==> config.mk <==
export PLATFORM = sky130hd
export DESIGN_NAME = block_xfer_ctrl_flat
export DESIGN_NICKNAME = d
export VERILOG_FILES = /design/src/rtl/cpu_pkg.sv /design/src/rtl/block_xfer_ctrl_if.sv /design/src/rtl/lowest_set_enc16.sv /design/src/rtl/block_xfer_ctrl.sv /design/src/flat_wrapper.sv
export SDC_FILE = /design/constraint.sdc
export NUM_CORES = 1
export LEC_CHECK = 0
export BUFFER_PORTS_ARGS = -buffer_cell sky130_fd_sc_hd__buf_2
export CAP_MARGIN = 20
export CORE_MARGIN = 1
export CORE_UTILIZATION = 52
export DETAILED_ROUTE_END_ITERATION = 10
export GPL_ROUTABILITY_DRIVEN = 0
export GPL_TIMING_DRIVEN = 0
export PLACE_DENSITY_LB_ADDON = 0.15
export SLEW_MARGIN = 40
export SYNTH_ARGS = -nofsm -noshare
export SYNTH_HDL_FRONTEND = slang
export SYNTH_HIERARCHICAL = 1
export SYNTH_SLANG_ARGS = --single-unit
==> constraint.sdc <==
create_clock -name clk -period 6.5 [get_ports clk]
set_clock_uncertainty 0.2 [all_clocks]
set_input_delay 0.975 -clock clk [delete_from_list [all_inputs] [get_ports clk]]
set_output_delay 0.975 -clock clk [all_outputs]
set_load 0.01 [all_outputs]
==> src/rtl/cpu_pkg.sv <==
// Shared CPU definitions for the block-transfer sequencer: register-file
// geometry, word size, sequencer state encoding and a mask popcount helper.
// No ports. BLOCK_XFER_WB_EN adds the base-register write-back state.
package cpu_pkg;

  localparam int REG_AW     = 4;
  localparam int WORD_BYTES = 4;
  localparam int NUM_REGS   = 16;

  typedef enum logic [1:0] {
    ST_IDLE = 2'd0,
    ST_XFER = 2'd1,
`ifdef BLOCK_XFER_WB_EN
    ST_WB   = 2'd2,
`endif
    ST_DONE = 2'd3
  } xfer_state_t;

  // Number of registers named in a transfer mask.
  function automatic logic [4:0] popcount16(input logic [NUM_REGS-1:0] m);
    logic [4:0] n;
    n = '0;
    for (int i = 0; i < NUM_REGS; i++) begin
      n = n + 5'(m[i]);
    end
    return n;
  endfunction

endpackage

==> src/rtl/block_xfer_ctrl_if.sv <==
// Register-file and data-memory port bundle owned by the block-transfer
// sequencer. master = sequencer side (drives addresses, strobes, store data),
// slave = register file / memory side (returns read data, mem_ack, load data).
interface block_xfer_ctrl_if #(
  parameter int DATA_W = 32,
  parameter int ADDR_W = 32,
  parameter int REG_AW = cpu_pkg::REG_AW
);

  logic [REG_AW-1:0] rf_read_addr;
  logic [DATA_W-1:0] rf_read_data;
  logic [REG_AW-1:0] rf_write_addr;
  logic [DATA_W-1:0] rf_write_data;
  logic              rf_write_enable;
  logic              mem_req;
  logic              mem_we;
  logic [ADDR_W-1:0] mem_addr;
  logic [DATA_W-1:0] mem_wdata;
  logic              mem_ack;
  logic [DATA_W-1:0] mem_rdata;

  modport master (
    output rf_read_addr, rf_write_addr, rf_write_data, rf_write_enable,
    output mem_req, mem_we, mem_addr, mem_wdata,
    input  rf_read_data, mem_ack, mem_rdata
  );

  modport slave (
    input  rf_read_addr, rf_write_addr, rf_write_data, rf_write_enable,
    input  mem_req, mem_we, mem_addr, mem_wdata,
    output rf_read_data, mem_ack, mem_rdata
  );

endinterface

==> src/rtl/lowest_set_enc16.sv <==
// Priority encoder: index of the lowest set bit of a 16-bit register mask.
// Ports: mask in; idx out (0 when mask is empty); vld out (mask non-zero).
// Purely combinational, no clock or reset.
module lowest_set_enc16
  import cpu_pkg::*;
(
  input  logic [NUM_REGS-1:0] mask,
  output logic [3:0]          idx,
  output logic                vld
);

  // Scan high to low so the last hit, i.e. the lowest set bit, wins.
  always_comb begin
    idx = '0;
    vld = 1'b0;
    for (int i = NUM_REGS - 1; i >= 0; i--) begin
      if (mask[i]) begin
        idx = 4'(i);
        vld = 1'b1;
      end
    end
  end

endmodule

==> src/rtl/block_xfer_ctrl.sv <==
// LDM/STM sequencer: walks a register mask in ascending order, one memory word
// per register, sharing the register-file ports with the data-memory bus.
// Ports: clk, rst (async active-low), start/is_load/reg_list/base_addr/base_reg
// command, busy/done/end_addr status, bus = register-file + memory master.
// Optional macro BLOCK_XFER_WB_EN: writes end_addr to base_reg before done.
module block_xfer_ctrl #(
  parameter int DATA_W = 32,
  parameter int ADDR_W = 32,
  parameter int REG_AW = cpu_pkg::REG_AW
) (
  input  logic                         clk,
  input  logic                         rst,
  input  logic                         start,
  input  logic                         is_load,
  input  logic [cpu_pkg::NUM_REGS-1:0] reg_list,
  input  logic [ADDR_W-1:0]            base_addr,
  input  logic [REG_AW-1:0]            base_reg,
  output logic                         busy,
  output logic                         done,
  output logic [ADDR_W-1:0]            end_addr,
  block_xfer_ctrl_if.master            bus
);

  cpu_pkg::xfer_state_t state;

  logic [cpu_pkg::NUM_REGS-1:0] mask_q;
  logic [cpu_pkg::NUM_REGS-1:0] mask_next;
  logic [ADDR_W-1:0]            addr_q;
  logic [ADDR_W-1:0]            end_addr_q;
  logic [ADDR_W-1:0]            accept_end;
  logic                         is_load_q;
  logic                         busy_q;
  logic                         done_q;
  logic                         mem_req_q;
  logic                         mem_we_q;
  logic [3:0]                   idx;
  logic                         idx_vld;
  logic                         ack_take;
  logic                         last_xfer;

`ifdef BLOCK_XFER_WB_EN
  logic [REG_AW-1:0]            base_reg_q;
`else
  logic                         unused_base_reg;
  assign unused_base_reg = ^base_reg;
`endif

  lowest_set_enc16 u_enc (
    .mask (mask_q),
    .idx  (idx),
    .vld  (idx_vld)
  );

  // Remaining mask once the current register completes.
  assign mask_next = mask_q & ~(16'(1) << idx);
  assign last_xfer = (mask_next == '0);

  // Final address is known at accept time; the low two address bits are
  // dropped because every access is a whole word.
  assign accept_end = (base_addr & ~ADDR_W'(cpu_pkg::WORD_BYTES - 1))
                    + ADDR_W'(cpu_pkg::popcount16(reg_list)) * ADDR_W'(cpu_pkg::WORD_BYTES);

  // An ack only counts while a request is outstanding.
  assign ack_take = (state == cpu_pkg::ST_XFER) && bus.mem_ack && idx_vld;

  always_ff @(posedge clk or negedge rst) begin
    if (!rst) begin
      state      <= cpu_pkg::ST_IDLE;
      mask_q     <= '0;
      addr_q     <= '0;
      end_addr_q <= '0;
      is_load_q  <= 1'b0;
      busy_q     <= 1'b0;
      done_q     <= 1'b0;
      mem_req_q  <= 1'b0;
      mem_we_q   <= 1'b0;
`ifdef BLOCK_XFER_WB_EN
      base_reg_q <= '0;
`endif
    end else begin
      done_q <= 1'b0;
      case (state)
        cpu_pkg::ST_IDLE: begin
          if (start) begin
            is_load_q  <= is_load;
            mask_q     <= reg_list;
            addr_q     <= base_addr & ~ADDR_W'(cpu_pkg::WORD_BYTES - 1);
            end_addr_q <= accept_end;
            busy_q     <= 1'b1;
`ifdef BLOCK_XFER_WB_EN
            base_reg_q <= base_reg;
`endif
            if (reg_list != '0) begin
              state     <= cpu_pkg::ST_XFER;
              mem_req_q <= 1'b1;
              mem_we_q  <= ~is_load;
            end else begin
`ifdef BLOCK_XFER_WB_EN
              state  <= cpu_pkg::ST_WB;
`else
              state  <= cpu_pkg::ST_DONE;
              done_q <= 1'b1;
`endif
            end
          end
        end

        cpu_pkg::ST_XFER: begin
          // Without an ack everything holds, keeping the request stable.
          if (ack_take) begin
            mask_q <= mask_next;
            addr_q <= addr_q + ADDR_W'(cpu_pkg::WORD_BYTES);
            if (last_xfer) begin
              mem_req_q <= 1'b0;
              mem_we_q  <= 1'b0;
`ifdef BLOCK_XFER_WB_EN
              state     <= cpu_pkg::ST_WB;
`else
              state     <= cpu_pkg::ST_DONE;
              done_q    <= 1'b1;
`endif
            end
          end
        end

`ifdef BLOCK_XFER_WB_EN
        cpu_pkg::ST_WB: begin
          state  <= cpu_pkg::ST_DONE;
          done_q <= 1'b1;
        end
`endif

        cpu_pkg::ST_DONE: begin
          state  <= cpu_pkg::ST_IDLE;
          busy_q <= 1'b0;
        end

        default: begin
          state     <= cpu_pkg::ST_IDLE;
          busy_q    <= 1'b0;
          mem_req_q <= 1'b0;
          mem_we_q  <= 1'b0;
        end
      endcase
    end
  end

  assign busy         = busy_q;
  assign done         = done_q;
  assign end_addr     = end_addr_q;
  assign bus.mem_req  = mem_req_q;
  assign bus.mem_we   = mem_we_q;
  assign bus.mem_addr = addr_q;

  // Store data passes straight from the register file to memory, and load
  // data straight from memory into the register file on the ack cycle.
  always_comb begin
    bus.rf_read_addr    = '0;
    bus.mem_wdata       = '0;
    bus.rf_write_enable = 1'b0;
    bus.rf_write_addr   = '0;
    bus.rf_write_data   = '0;
    if (state == cpu_pkg::ST_XFER) begin
      if (!is_load_q) begin
        bus.rf_read_addr = REG_AW'(idx);
        bus.mem_wdata    = bus.rf_read_data;
      end else if (ack_take) begin
        bus.rf_write_enable = 1'b1;
        bus.rf_write_addr   = REG_AW'(idx);
        bus.rf_write_data   = bus.mem_rdata;
      end
    end
`ifdef BLOCK_XFER_WB_EN
    // Comes after every load write, so base_reg ends with the final address.
    if (state == cpu_pkg::ST_WB) begin
      bus.rf_write_enable = 1'b1;
      bus.rf_write_addr   = base_reg_q;
      bus.rf_write_data   = DATA_W'(end_addr_q);
    end
`endif
  end

endmodule

==> src/flat_wrapper.sv <==
// flat-port wrapper written by rule: the top's interface ports become plain ports
module block_xfer_ctrl_flat 
#(
  parameter int DATA_W = 32,
  parameter int ADDR_W = 32,
  parameter int REG_AW = cpu_pkg::REG_AW
)
  (clk, rst, start, is_load, reg_list, base_addr, base_reg, busy, done, end_addr, bus_rf_read_addr, bus_rf_write_addr, bus_rf_write_data, bus_rf_write_enable, bus_mem_req, bus_mem_we, bus_mem_addr, bus_mem_wdata, bus_rf_read_data, bus_mem_ack, bus_mem_rdata);
  block_xfer_ctrl_if #(.DATA_W(DATA_W), .ADDR_W(ADDR_W), .REG_AW(REG_AW)) bus_i ();
  input  logic clk;
  input  logic rst;
  input  logic start;
  input  logic is_load;
  input  logic [cpu_pkg::NUM_REGS-1:0] reg_list;
  input  logic [ADDR_W-1:0] base_addr;
  input  logic [REG_AW-1:0] base_reg;
  output logic busy;
  output logic done;
  output logic [ADDR_W-1:0] end_addr;
  output wire logic [$bits(bus_i.rf_read_addr)-1:0] bus_rf_read_addr;
  output wire logic [$bits(bus_i.rf_write_addr)-1:0] bus_rf_write_addr;
  output wire logic [$bits(bus_i.rf_write_data)-1:0] bus_rf_write_data;
  output wire logic [$bits(bus_i.rf_write_enable)-1:0] bus_rf_write_enable;
  output wire logic [$bits(bus_i.mem_req)-1:0] bus_mem_req;
  output wire logic [$bits(bus_i.mem_we)-1:0] bus_mem_we;
  output wire logic [$bits(bus_i.mem_addr)-1:0] bus_mem_addr;
  output wire logic [$bits(bus_i.mem_wdata)-1:0] bus_mem_wdata;
  input wire logic [$bits(bus_i.rf_read_data)-1:0] bus_rf_read_data;
  input wire logic [$bits(bus_i.mem_ack)-1:0] bus_mem_ack;
  input wire logic [$bits(bus_i.mem_rdata)-1:0] bus_mem_rdata;
  assign bus_rf_read_addr = bus_i.rf_read_addr;
  assign bus_rf_write_addr = bus_i.rf_write_addr;
  assign bus_rf_write_data = bus_i.rf_write_data;
  assign bus_rf_write_enable = bus_i.rf_write_enable;
  assign bus_mem_req = bus_i.mem_req;
  assign bus_mem_we = bus_i.mem_we;
  assign bus_mem_addr = bus_i.mem_addr;
  assign bus_mem_wdata = bus_i.mem_wdata;
  assign bus_i.rf_read_data = bus_rf_read_data;
  assign bus_i.mem_ack = bus_mem_ack;
  assign bus_i.mem_rdata = bus_mem_rdata;
  block_xfer_ctrl #(.DATA_W(DATA_W), .ADDR_W(ADDR_W), .REG_AW(REG_AW)) u_core (.clk(clk), .rst(rst), .start(start), .is_load(is_load), .reg_list(reg_list), .base_addr(base_addr), .base_reg(base_reg), .busy(busy), .done(done), .end_addr(end_addr), .bus(bus_i));
endmodule
[Word level (Yosys, flattened, before mapping)]
Index checks and enable logic that the tools add are counted.
Storage, ports and cells
  bits in registers: 87
  bits of input ports: 121
  output and inout bits: 141
  logic and storage cells: 120
Operators by class
  bitwise logic cells: 5
  reduce and logical (&&, ||, !) cells: 11
  multiplexer cells: 71
  add/sub/neg operators: 17
  equality and inequality tests: 6
  shift-type cells: 1
Operator list (number)
  $mux W32: 7
  $mux W4: 21
  $add A5 B1 Y5: 14
  $pmux W32 S2: 1
  $add A32 B3 Y32 const B: 1
  $add A32 B7 Y32: 1
  $mux W16: 2
  $pmux W16 S2: 1
  $mux W1: 30
  $and A16 B16 Y16: 1
  $logic_not A16 Y1: 1
  $not A16 Y16: 1
  $reduce_bool A16 Y1: 1
  $shl A1 B4 Y16 const A: 1
  $mux W2: 4
  $ne A2 B1 Y1 const B: 3
  $pmux W1 S3: 2
  $reduce_and A3 Y1: 2
  $reduce_and A5 Y1: 1
  $pmux W1 S2: 2
  $pmux W2 S2: 1
  $reduce_and A2 Y1: 2
  $not A1 Y1: 3
  $add A1 B1 Y2: 1
  other kinds (6): 7

[Depth between registers and ports, before layout]
Gate-level depths: netlist of the first run.
  word-level depth: 23
  depth in mapped cells: 20
  gate-level depth less buffers: 19

[Hierarchy]
The synthesis of the first run kept the hierarchy.
Modules (own cells, without submodules)
  block_xfer_ctrl: cells each 703, instances 1, area each 5720.5 sq um, seq. area each 2077.0 sq um
  lowest_set_enc16: cells each 33, instances 1, area each 178.9 sq um, seq. area each 0.0 sq um

[Least setup slack after synthesis of the first run]
No wires, ideal clock.
  kind: in2reg
  start: in reg_list[0] (netlist name)
  end: reg u_core.end_addr_q[20] (netlist: u_core/end_addr[20])
  stages on the path: 19
  required time: 6.217 ns
  path buffers: 0
  data arrival time: 5.360 ns
  path slack: 0.858 ns
  library setup time: 0.083 ns
  path through: inv_1 fa_1 inv_1 fa_1 fa_1 inv_1 fa_1 inv_1 ha_1 fa_1 a21oi_1 nor2b_1 ha_1 nand3_1 o211ai_1 and2_1 nand3_1 xor2_1 o21ai_0
Between the ends
  word-level cells in the longest chain between the ends: 16
Ends and longest elaborated chain
  start: declaration: line flat_wrapper.sv:14  | input logic [cpu_pkg::NUM_REGS-1:0] reg_list;
  $add A1 B1 Y2: line cpu_pkg.sv:24  | n = n + 5'(m[i]);
  $add A5 B1 Y5 (14 in series): line cpu_pkg.sv:24
  $add A32 B7 Y32: line block_xfer_ctrl.sv:61  | + ADDR_W'(cpu_pkg::popcount16(reg_list)) * ADDR_W'(cpu_pkg::WORD_BYTES);
  end signal: assignment: line block_xfer_ctrl.sv:88  | end_addr_q <= accept_end;
  end: declaration: line block_xfer_ctrl.sv:29  | logic [ADDR_W-1:0] end_addr_q;
No other way between the ends.
A chain may end at the register's enable or synchronous reset.

[Worst setup path in the final report of the first run]
  start: in reg_list[0] (netlist name)
  end: reg u_core.end_addr_q[21] (netlist: u_core/end_addr[21])
Same word-level chain as after synthesis.

==> results of run 1 <==
cells in the final DEF (no fill, tap or decap), drive strengths merged, types with 4 or more instances in the layout:
cell type,instances
buf,262
clkbuf,48
nor2,50
o22ai,8
inv,35
and2,36
nand3,35
xor2,24
mux2i,5
nand4,14
dfrtp,83
nor3,12
xnor2,5
nor2b,4
a31oi,11
o21ai,75
ha,12
nand2,94
fa,11
nor4,8
a21o,7
conb,4
a21oi,63
and3,48
layout make-up:
cell class / count / share of cell area (%)
tap: 140 / 2.28
timing repair buffer: 253 / 16.8
clock buffer: 9 / 2.93
sequential: 83 / 27.0
inverter: 31 / 1.51
buffer: 48 / 3.01
clock inverter: 7 / 1.06
multi-input combinational: 577 / 45.3
logic make-up (layout without fill, tap and decap cells):
group,Yosys count,after routing
simple gates,317,317
compound gates,196,196
flops,83,83
buf+inv,79,348
xor+xnor,29,29
fa+ha+maj,23,23
mux,8,8
other cells,1,4
final timing paths:
kind,startpoint,end,slack (ns)
setup / recovery,reg_list[0],u_core/end_addr[21],0.70
hold / removal,u_core/end_addr[2],u_core/end_addr[2],0.28
setup reg to reg,u_core/mask_q[7],u_core/bus.mem_we,3.15
hold reg to reg,u_core/end_addr[2],u_core/end_addr[2],0.28
max in group asynchronous,rst,u_core/mask_q[11],5.21
min in group asynchronous,rst,u_core/end_addr[16],0.32
critical path, cell delays in order:
cell	delay (ns)
buf_2	0.07
inv_1	0.08
fa_1	0.54
inv_1	0.05
fa_1	0.47
fa_1	0.51
inv_1	0.05
fa_1	0.48
inv_1	0.05
ha_1	0.20
fa_1	0.41
xor2_1	0.19
ha_1	0.34
o21ai_0	0.12
o21ai_0	0.16
o211a_1	0.26
clkbuf_1	0.39
nand3_1	0.18
xor2_1	0.17
o21ai_0	0.15
through the flow:
step	utilization [%]	power, uW	worst slack, ns	area, um^2
2_1_floorplan	-	2620	0.858	5910
3_3_place_gp	67.1	3480	0.337	7340
3_5_place_dp	67.4	3520	0.275	7380
4_1_cts	70.3	4070	0.626	7680
5_1_grt	70.3	4450	0.429	7690
6_report	70.3	4130	0.700	7690
power breakdown:
group          internal, uW  total (uW)  switching [uW]
registers               745         996             251
logic                  1020        2610            1590
clock network           305         529             224
total                  2070        4130            2070
cell usage after synthesis, drive strengths merged (4+ instances only):
cell / number
a31oi: 11
nand3: 35
nor3: 12
mux2i: 5
and3: 48
xnor2: 5
nor2b: 4
a21oi: 63
buf: 9
nor2: 50
nor4: 8
clkbuf: 39
a21o: 7
inv: 31
fa: 11
and2: 36
ha: 12
dfrtp: 83
nand2: 94
o22ai: 8
o21ai: 75
xor2: 24
nand4: 14
flip-flops by register name (all words and copies together), names as in the netlist:
| register | cells |
|---|---|
| u_core/bus.mem_addr | 30 |
| u_core/end_addr | 30 |
| u_core/mask_q | 16 |
| u_core/state | 2 |
| u_core/bus.mem_req | 1 |
| u_core/bus.mem_we | 1 |
| u_core/busy | 1 |
| u_core/done | 1 |
| u_core/is_load_q | 1 |
layer usage:
| metal | routed length, um | vias up | track usage, % |
|---|---|---|---|
| li1 | - | 3114 | - |
| met2 | 10100 | 433 | 58.7 |
| met1 | 7950 | 3199 | 44.1 |
| met3 | 2270 | 89 | 9.58 |
| met5 | 0 | - | 0 |
| met4 | 1350 | 0 | 22.6 |
==> impl_results.md, run 1 <==
* Worst Max-Slew Pin Slew at ~0.68 ns
* Die Y at approximately 110 um
* CTS tree: built
* Cell count after placement at around 1100
* Hold Crit Depth at 2
* Later-pin clock latency in the skew report at 0.34 ns
* Multi-input gate area at 3490 um^2
* Grt ovf at 0
* Synth Instances at 736
* Total clock buffers created by CTS at 9
* N_diodes at 0
* Setup TNS at 0 ns
* Routed length per instance at about 19 um
* Sequential-to-total area share from yosys stat at 35.2%
* Routed Antenna Nets at 0
* Clock slew seen by the registers of the worst setup and hold paths at 0.07 ns
* Synth Flop Type: dfrtp_1
* Leak pwr at 0.00394 uW
* Syn_area_per_cell at 8.02 um^2
* Slew Viols, Final at 0
* Final HPWL DP at 16.4 mm
* Yosys top cell by area: dfrtp_1
* Largest family of logic cells by synthesized area: simple AND/OR/NAND/NOR gates
* Avg Vias per Cell at 5.95
* Ys async rst share at 100%
* GRT Resource Usage Total at 36.7%
* Critical path required time at 6.56 ns
* Final hold vios at 0
* CTS resizes at 0
* Count of non-filler cells in the finished layout at 1148
* Fillers at around 970
* Fraction of the mapped netlist area in simple logic gates at 27.4%
* Post-synthesis mux area share at 1.48%
* Number of synthesized register bits at 83
* Crit-path max FO at 10
* Status: finished, final reports clean
* Clock sinks at slightly above 80
* Final period util at 89.2%
* H-tree level count at 3
* DR vias at 6835
* Crit Path Class: in -> reg
* Top cells by area, synth: dfrtp_1 35%, o21ai_0 6.4%, nand2_1 6.0%, a21oi_1 5.3%, and3_1 5.1%
* Die Width at 109 um
* Hold Crit Class: reg -> reg
* Buffers on Ports at 251
* RSZ-0062 raised after global routing: no
* Post-Synth XOR/XNOR Area at 4.31%
* Io pins at 262
* CP Capture Type: register
* Max_cap viols at 0
* Clock Tree Buf Depth at 2
* Initial antenna violation count at 0
* WHS at 0.277 ns
* Largest net degree at the start of global routing at 50
* Fmax at 172 MHz
* Drt total wl at around 22 mm
* Layout cell share with drive strength beyond 1 at 29.5%
* Drt first pass iters at 6
* Starting Density at 53.9%
* Clk root buf: clkbuf_16
* Number of remaining DRC errors at 0
* Area share of the largest cell type after synthesis at 35.2%
* Postcts setup bufs at 0
* Slew margin rel. at roughly 55%
* Final Critical Period at slightly below 6 ns
* Reg2reg path depth at 9
* Yosys warns at 6
* Startpoint Class: input pin
* Number of enable flip-flop cells after synthesis at 0
* Starting DRT DRC Count at 665
* Final nets at about 1100
* Synthesized cell area at 5900 um^2
* Register area at 2080 um^2
* Vias in the first global route at around 6000
* DIE AREA at 11800 um^2
* Core Rows at 38
* Finish-stage setup viols at 0
* Arr. time, crit path at between 5 and 6 ns
* Cell area power density at around 540 nW/um^2
* Max VDD drop at 294 uV
* Global-route wire length before repair at 32.0 mm
* Cts hold-fix bufs at 0
* Count of different cell masters after synthesis at 65
* Area Overhead vs Synth at 30.3%
* Post-synthesis adder-cell area fraction at 6.28%
* Compound-Gate Fraction of Synth Area at 19.3%
* Core box area at 10900 um^2
Note: power is estimated with default switching activity, not from simulation.
==> run 2: changes to the inputs <==
- CORE_MARGIN: 1 -> 2
==> run 2 against run 1 <==
Net effect:
- utilization about the same
- worst setup slack worse by 0.18 ns
- sequential power fell by 0.6%
- clock-buffer cell count stayed put
- register-to-register slack is essentially flat
- cell area about the same
- clock power rose by 1%
- die area is 3.7% higher
- via count increased by 0.50%
- hold slack gained 0.0053 ns
- wire length up 0.45%
- cell count is the same
==> impl_results.md, run 2 (synthesis results as in run 1) <==
* Die Y at 111 um (+1.8%)
* Max VDD drop at 312 uV (+6.0%)
* CTS resizes at 0 (unchanged)
* Clock Tree Buf Depth at 2 (unchanged)
* Placed cell areas at 7380 um^2 (unchanged)
* Drt total wl at 21.8 mm (+0.45%)
* Final nets at 1147 (unchanged)
* Final hold vios at 0 (unchanged)
* Slew Viols, Final at 0 (unchanged)
* Vias in the first global route at 6426 (+7.5%)
* Fmax at 167 MHz (-3.1%)
* Final period util at 92.1% (+2.8 points)
* Buffers on Ports at 251 (unchanged)
* Routed Antenna Nets at 0 (unchanged)
* Initial antenna violation count at 0 (unchanged)
* Core Rows at 38 (unchanged)
* DR vias at 6869 (+0.50%)
* Global-route wire length before repair at 33.7 mm (+5.2%)
* Starting Density at 53.9% (unchanged)
* RSZ-0062 raised after global routing: no
* Die Width at 111 um (+1.8%)
* Clk root buf: clkbuf_16
* Starting DRT DRC Count at 546 (-18%)
* Final HPWL DP at 16.7 mm (+1.8%)
* Cts hold-fix bufs at 0 (unchanged)
* CP Capture Type: register
* Critical path required time at 6.51 ns (-0.05 ns)
* Grt ovf at 0 (unchanged)
* GRT Resource Usage Total at 34.7% (-2.0 points)
* H-tree level count at 3 (unchanged)
* Clock sinks at 83 (unchanged)
* Postcts setup bufs at 0 (unchanged)
* Hold Crit Class: reg -> reg
* Commonest non-fill, non-tap cell in the layout: buf_2
* Most frequent cells in the layout: 252 x buf_2, 94 x nand2_1, 83 x dfrtp_1, 75 x o21ai_0, 63 x a21oi_1
* Max_cap viols at 0 (unchanged)
* Total clock buffers created by CTS at 9 (unchanged)
* Status: finished, final reports clean
* Area Overhead vs Synth at 30.3% (about the same)
* Worst Max-Slew Pin Slew at 0.725 ns (+0.0473 ns)
* Final Critical Period at 5.98 ns (+0.183 ns)
* Clock slew seen by the registers of the worst setup and hold paths at 0.07 ns (about the same)
* Startpoint Class: input pin
* Crit Path Class: in -> reg
* Slew margin rel. at 51.7% (-3.2 points)
* CTS tree: built
* Layout cell share with drive strength beyond 1 at 29.5% (unchanged)
* Routed length per instance at 19.0 um (+0.45%)
* Core box area at 10900 um^2 (unchanged)
* Finished layout cell area at 7690 um^2 (about the same)
* Number of remaining DRC errors at 0 (unchanged)
* Leak pwr at 0.00394 uW (-0.12%)
* Later-pin clock latency in the skew report at 0.34 ns (about the same)
* Arr. time, crit path at 5.99 ns (+0.13 ns)
* Setup TNS at 0 ns (unchanged)
* Largest net degree at the start of global routing at 60 (+20%)
* Drt first pass iters at 7 (+1)
* Crit-path max FO at 10 (unchanged)
* Cell area power density at 541 nW/um^2 (+0.65%)
* Finish-stage setup viols at 0 (unchanged)
* Avg Vias per Cell at 5.98 (+0.50%)
* N_diodes at 0 (unchanged)
* DIE AREA at 12200 um^2 (+3.7%)
* Io pins at 262 (unchanged)
==> run 2: changes by cell type in the layout (fill, tap and decap cells not counted), sizes merged <==
cell	change
buf	-1
clkbuf	+1
clkinv	-1
clkinvlp	+1
==> run 2: critical path, cell delays in order <==
cell and delay, ns:
buf_2 0.08, inv_1 0.08, fa_1 0.55, inv_1 0.05, fa_1 0.48, fa_1 0.52, inv_1 0.05, fa_1 0.48
inv_1 0.05, ha_1 0.21, fa_1 0.43, xor2_1 0.20, ha_1 0.35, o21ai_0 0.13, o21ai_0 0.17, o211a_1 0.28
clkbuf_1 0.40, nand2_1 0.16, xor2_1 0.25, o21ai_0 0.11
==> run 2: cell type report <==
type,instances,area [um^2]
Buffer,48,231
Multi-Input combinational cell,577,3490
Sequential cell,83,2080
Tap cell,140,175
Fill cell,969,3250
Clock buffer,9,225
Clock inverter,7,80.1
Inverter,31,116
Timing Repair Buffer,253,1290
==> run 2: path summary, 6_finish.rpt <==
path / from / endpoint / slack [ns] / depth (start not counted)
max in group asynchronous: rst / u_core/bus.mem_addr[6] / 5.23 / 2
min reg2reg: u_core/busy / u_core/busy / 0.28 / 1
min in group asynchronous: rst / u_core/end_addr[12] / 0.29 / 1
max: reg_list[0] / u_core/end_addr[9] / 0.52 / 20
max reg2reg: u_core/mask_q[7] / u_core/bus.mem_we / 3.16 / 9
min: u_core/busy / u_core/busy / 0.28 / 1
==> run 2: metal layers <==
| metal | global-route usage [%] | wire length [um] | up-vias |
|---|---|---|---|
| met2 | 59.3 | 10700 | 476 |
| met5 | 0 | 0 | - |
| met3 | 8.07 | 2250 | 79 |
| met1 | 40.7 | 7710 | 3192 |
| li1 | - | - | 3122 |
| met4 | 18.0 | 1080 | 0 |
==> run 2: where the power goes <==
part	internal, uW	switching (uW)
clock	304	231
combinational	1020	1610
sequential	745	245
==> run 2: through the flow <==
stage | setup slack, ns | total power, uW | utilization, % | hold slack, ns | instances
3_3_place_gp | 0.268 | 3490 | 67.1 | 0.255 | 1130
5_1_grt | 0.306 | 4430 | 70.3 | 0.285 | 1148
6_report | 0.517 | 4160 | 70.3 | 0.282 | 1148
4_1_cts | 0.543 | 4080 | 70.2 | 0.285 | 1147
3_5_place_dp | 0.248 | 3530 | 67.4 | 0.271 | 1131
2_1_floorplan | 0.858 | 2620 | - | 0.314 | 739
==> run 3: changes to the inputs <==
- GPL_TIMING_DRIVEN: 0 -> default
==> run 3 against run 2 <==
Net effect:
- non-clock buffer count decreased by 42
- critical path depth decreased by 1
- global-route usage decreased by 3.4 points
- flip-flop and latch count unchanged
- cell area decreased by 2.2%
- wire length decreased by 12%
==> impl_results.md, run 3 (synthesis results as in run 1) <==
* Status: finished, final reports clean
* Slew Viols, Final at 0 (unchanged)
* Hold Crit Depth at 2 (+1)
* Largest net degree at the start of global routing at 84 (+40%)
* Core Rows at 38 (unchanged)
* Starting Density at 53.9% (unchanged)
* Reg2reg start: u_core/mask_q[10]
* Fillers at 963 (-0.62%)
* Hold Crit Class: reg -> reg
* Initial antenna violation count at 0 (unchanged)
* Met3 usage at 5.98% (-2.1 points)
* CTS resizes at 0 (unchanged)
* Clk root buf: clkbuf_16
* Finish-stage setup viols at 0 (unchanged)
* Final period util at 87.0% (-5.1 points)
* Worst Min Path Start: u_core/end_addr[13]
* Startpoint Class: input pin
* CTS tree: built
* Multi-input gate area at 3510 um^2 (+0.79%)
* Core box area at 10900 um^2 (unchanged)
* Reg2reg path depth at 10 (+1)
* GRT Resource Usage Total at 31.3% (-3.4 points)
* Finished layout cell area at 7520 um^2 (-2.2%)
* Placed cell areas at 7200 um^2 (-2.4%)
* Crit Path Class: in -> reg
* Buffers on Ports at 251 (unchanged)
* Pre-CTS setup slack at 0.559 ns (+0.311 ns)
* WHS at 0.282 ns (-0.000382 ns)
* Grt ovf at 0 (unchanged)
* CP Capture Type: register
* Cts hold-fix bufs at 0 (unchanged)
* Global-route wire length before repair at 31.2 mm (-7.4%)
* Starting DRT DRC Count at 406 (-26%)
* Register area at 2080 um^2 (unchanged)
* Area Overhead vs Synth at 27.4%
* Routed length per instance at 17.3 um (-8.8%)
* Io pins at 262 (unchanged)
* Vias in the first global route at 6144 (-4.4%)
* Comb power frac at 61.4% (-1.9 points)
* Number of remaining DRC errors at 0 (unchanged)
* DR vias at 6358 (-7.4%)
* Final nets at 1105 (-3.7%)
* Max VDD drop at 304 uV (-2.4%)
* Clock Tree Buf Depth at 2 (unchanged)
* Leak pwr at 0.00387 uW (-1.6%)
* Part of the power in registers at 25.1% (+1.3 points)
* Final setup margin at 0.846 ns (+0.330 ns)
* Final Critical Period at 5.65 ns (-0.330 ns)
* Clock slew seen by the registers of the worst setup and hold paths at 0.07 ns (about the same)
* Layout cell share with drive strength beyond 1 at 30.6% (+1.2 points)
* Arr. time, crit path at 5.70 ns (-0.29 ns)
* DIE AREA at 12200 um^2 (unchanged)
* Worst R2R End: u_core/bus.mem_we
* N_diodes at 0 (unchanged)
* Most used routing layer: met2
* Die Width at 111 um (unchanged)
* Crit-path max FO at 13 (+3)
* Cell count after placement at 1090 (-3.6%)
* Met2 global-route usage at 54.9% (-4.3 points)
* Critical path required time at 6.55 ns (+0.04 ns)
* Final hold vios at 0 (unchanged)
* Commonest non-fill, non-tap cell in the layout: buf_2
* Total clock buffers created by CTS at 9 (unchanged)
* Setup TNS at 0 ns (unchanged)
* Final HPWL DP at 14.6 mm (-13%)
* Drt total wl at 19.1 mm (-12%)
* Switch Pwr at 1940 uW (-7.3%)
* Reg2Reg Setup Slack at 3.23 ns (+0.07 ns)
* Hold Path Sink: u_core/end_addr[13]
* Max_cap viols at 0 (unchanged)
* Clock sinks at 83 (unchanged)
* Internal power at 2010 uW (-2.9%)
* Drt first pass iters at 5 (-2)
* Later-pin clock latency in the skew report at 0.34 ns (about the same)
* Routed Antenna Nets at 0 (unchanged)
* Cell area power density at 525 nW/um^2 (-2.9%)
* Die Y at 111 um (unchanged)
* H-tree level count at 3 (unchanged)
* Avg Vias per Cell at 5.75 (-3.9%)
* Fmax at 177 MHz (+5.8%)
* Slew margin rel. at 47.8% (-3.9 points)
* Count of non-filler cells in the finished layout at 1106 (-3.7%)
* Postcts setup bufs at 0 (unchanged)
* Most frequent cells in the layout: 250 x buf_2, 93 x nand2_1, 83 x dfrtp_1, 75 x o21ai_0, 61 x a21oi_1
* Worst Max-Slew Pin Slew at 0.782 ns (+0.0572 ns)
* RSZ-0062 raised after global routing: no
* Sw Ratio at 49.1% (-1.2 points)
* Met1 Track Usage GR at 35.9% (-4.8 points)
* Clock network power share at 13.5% (+0.6 points)
run 3: cell count changes in the layout (fill, tap and decap cells not counted), sizes merged:
cell / before / now
buf: 261 / 258
clkbuf: 49 / 10
clkinvlp: 1 / 0
clkinv: 1 / 2
run 3: area by class of cell:
cell class	instances	share of cell area (%)
multi-input combinational	577	46.7
tap	140	2.33
sequential	83	27.6
clock buffer	9	3.00
timing repair buffer	259	17.6
clock inverter	7	1.12
inverter	31	1.55
run 3: per-layer routing:
| layer | part of all wire (%) | vias to the layer above | routed length, um |
|---|---|---|---|
| met2 | 51 | 298 | 9730 |
| met4 | 5.0 | 0 | 950 |
| met5 | 0 | - | 0 |
| met1 | 37 | 2968 | 7090 |
| li1 | - | 3039 | - |
| met3 | 7.1 | 53 | 1370 |
run 3: critical path, cell delays in order:
cell and delay, ns:
buf_2 0.07, inv_1 0.07, fa_1 0.54, inv_1 0.05
fa_1 0.48, fa_1 0.53, inv_1 0.06, fa_1 0.48
inv_1 0.04, ha_1 0.20, fa_1 0.42, xor2_1 0.19
ha_1 0.34, o21ai_0 0.12, o21ai_0 0.16, o211a_1 0.44
nand4_1 0.18, xor2_1 0.18, o21ai_0 0.16
run 3: metrics by stage:
stage | utilization (%) | total power (uW)
final | 68.7 | 3950
after global routing | 68.7 | 4280
after CTS | 68.7 | 3930
after detailed placement | 65.8 | 3380
after global placement | 65.7 | 3330
after floorplan | - | 2620
run 3: worst max-delay path by stage:
stage	from	endpoint	slack [ns]	cells past startpoint
after floorplan	reg_list[0]	u_core/end_addr[20]	0.86	19
final	reg_list[0]	u_core/end_addr[31]	0.85	19
after global routing	reg_list[0]	u_core/end_addr[31]	0.55	19
after detailed placement	reg_list[0]	u_core/end_addr[31]	0.56	19
after global placement	reg_list[0]	u_core/end_addr[31]	0.60	19
after CTS	reg_list[0]	u_core/end_addr[31]	0.88	19
run 3: power by group through the flow:
stage / Combinational (uW) / Clock (uW) / Sequential (uW)
floorplan: 1610 / 0 / 1010
global placement: 2340 / 0 / 989
detailed placement: 2390 / 0 / 993
CTS: 2400 / 539 / 986
global route: 2690 / 564 / 1020
finish: 2420 / 533 / 991
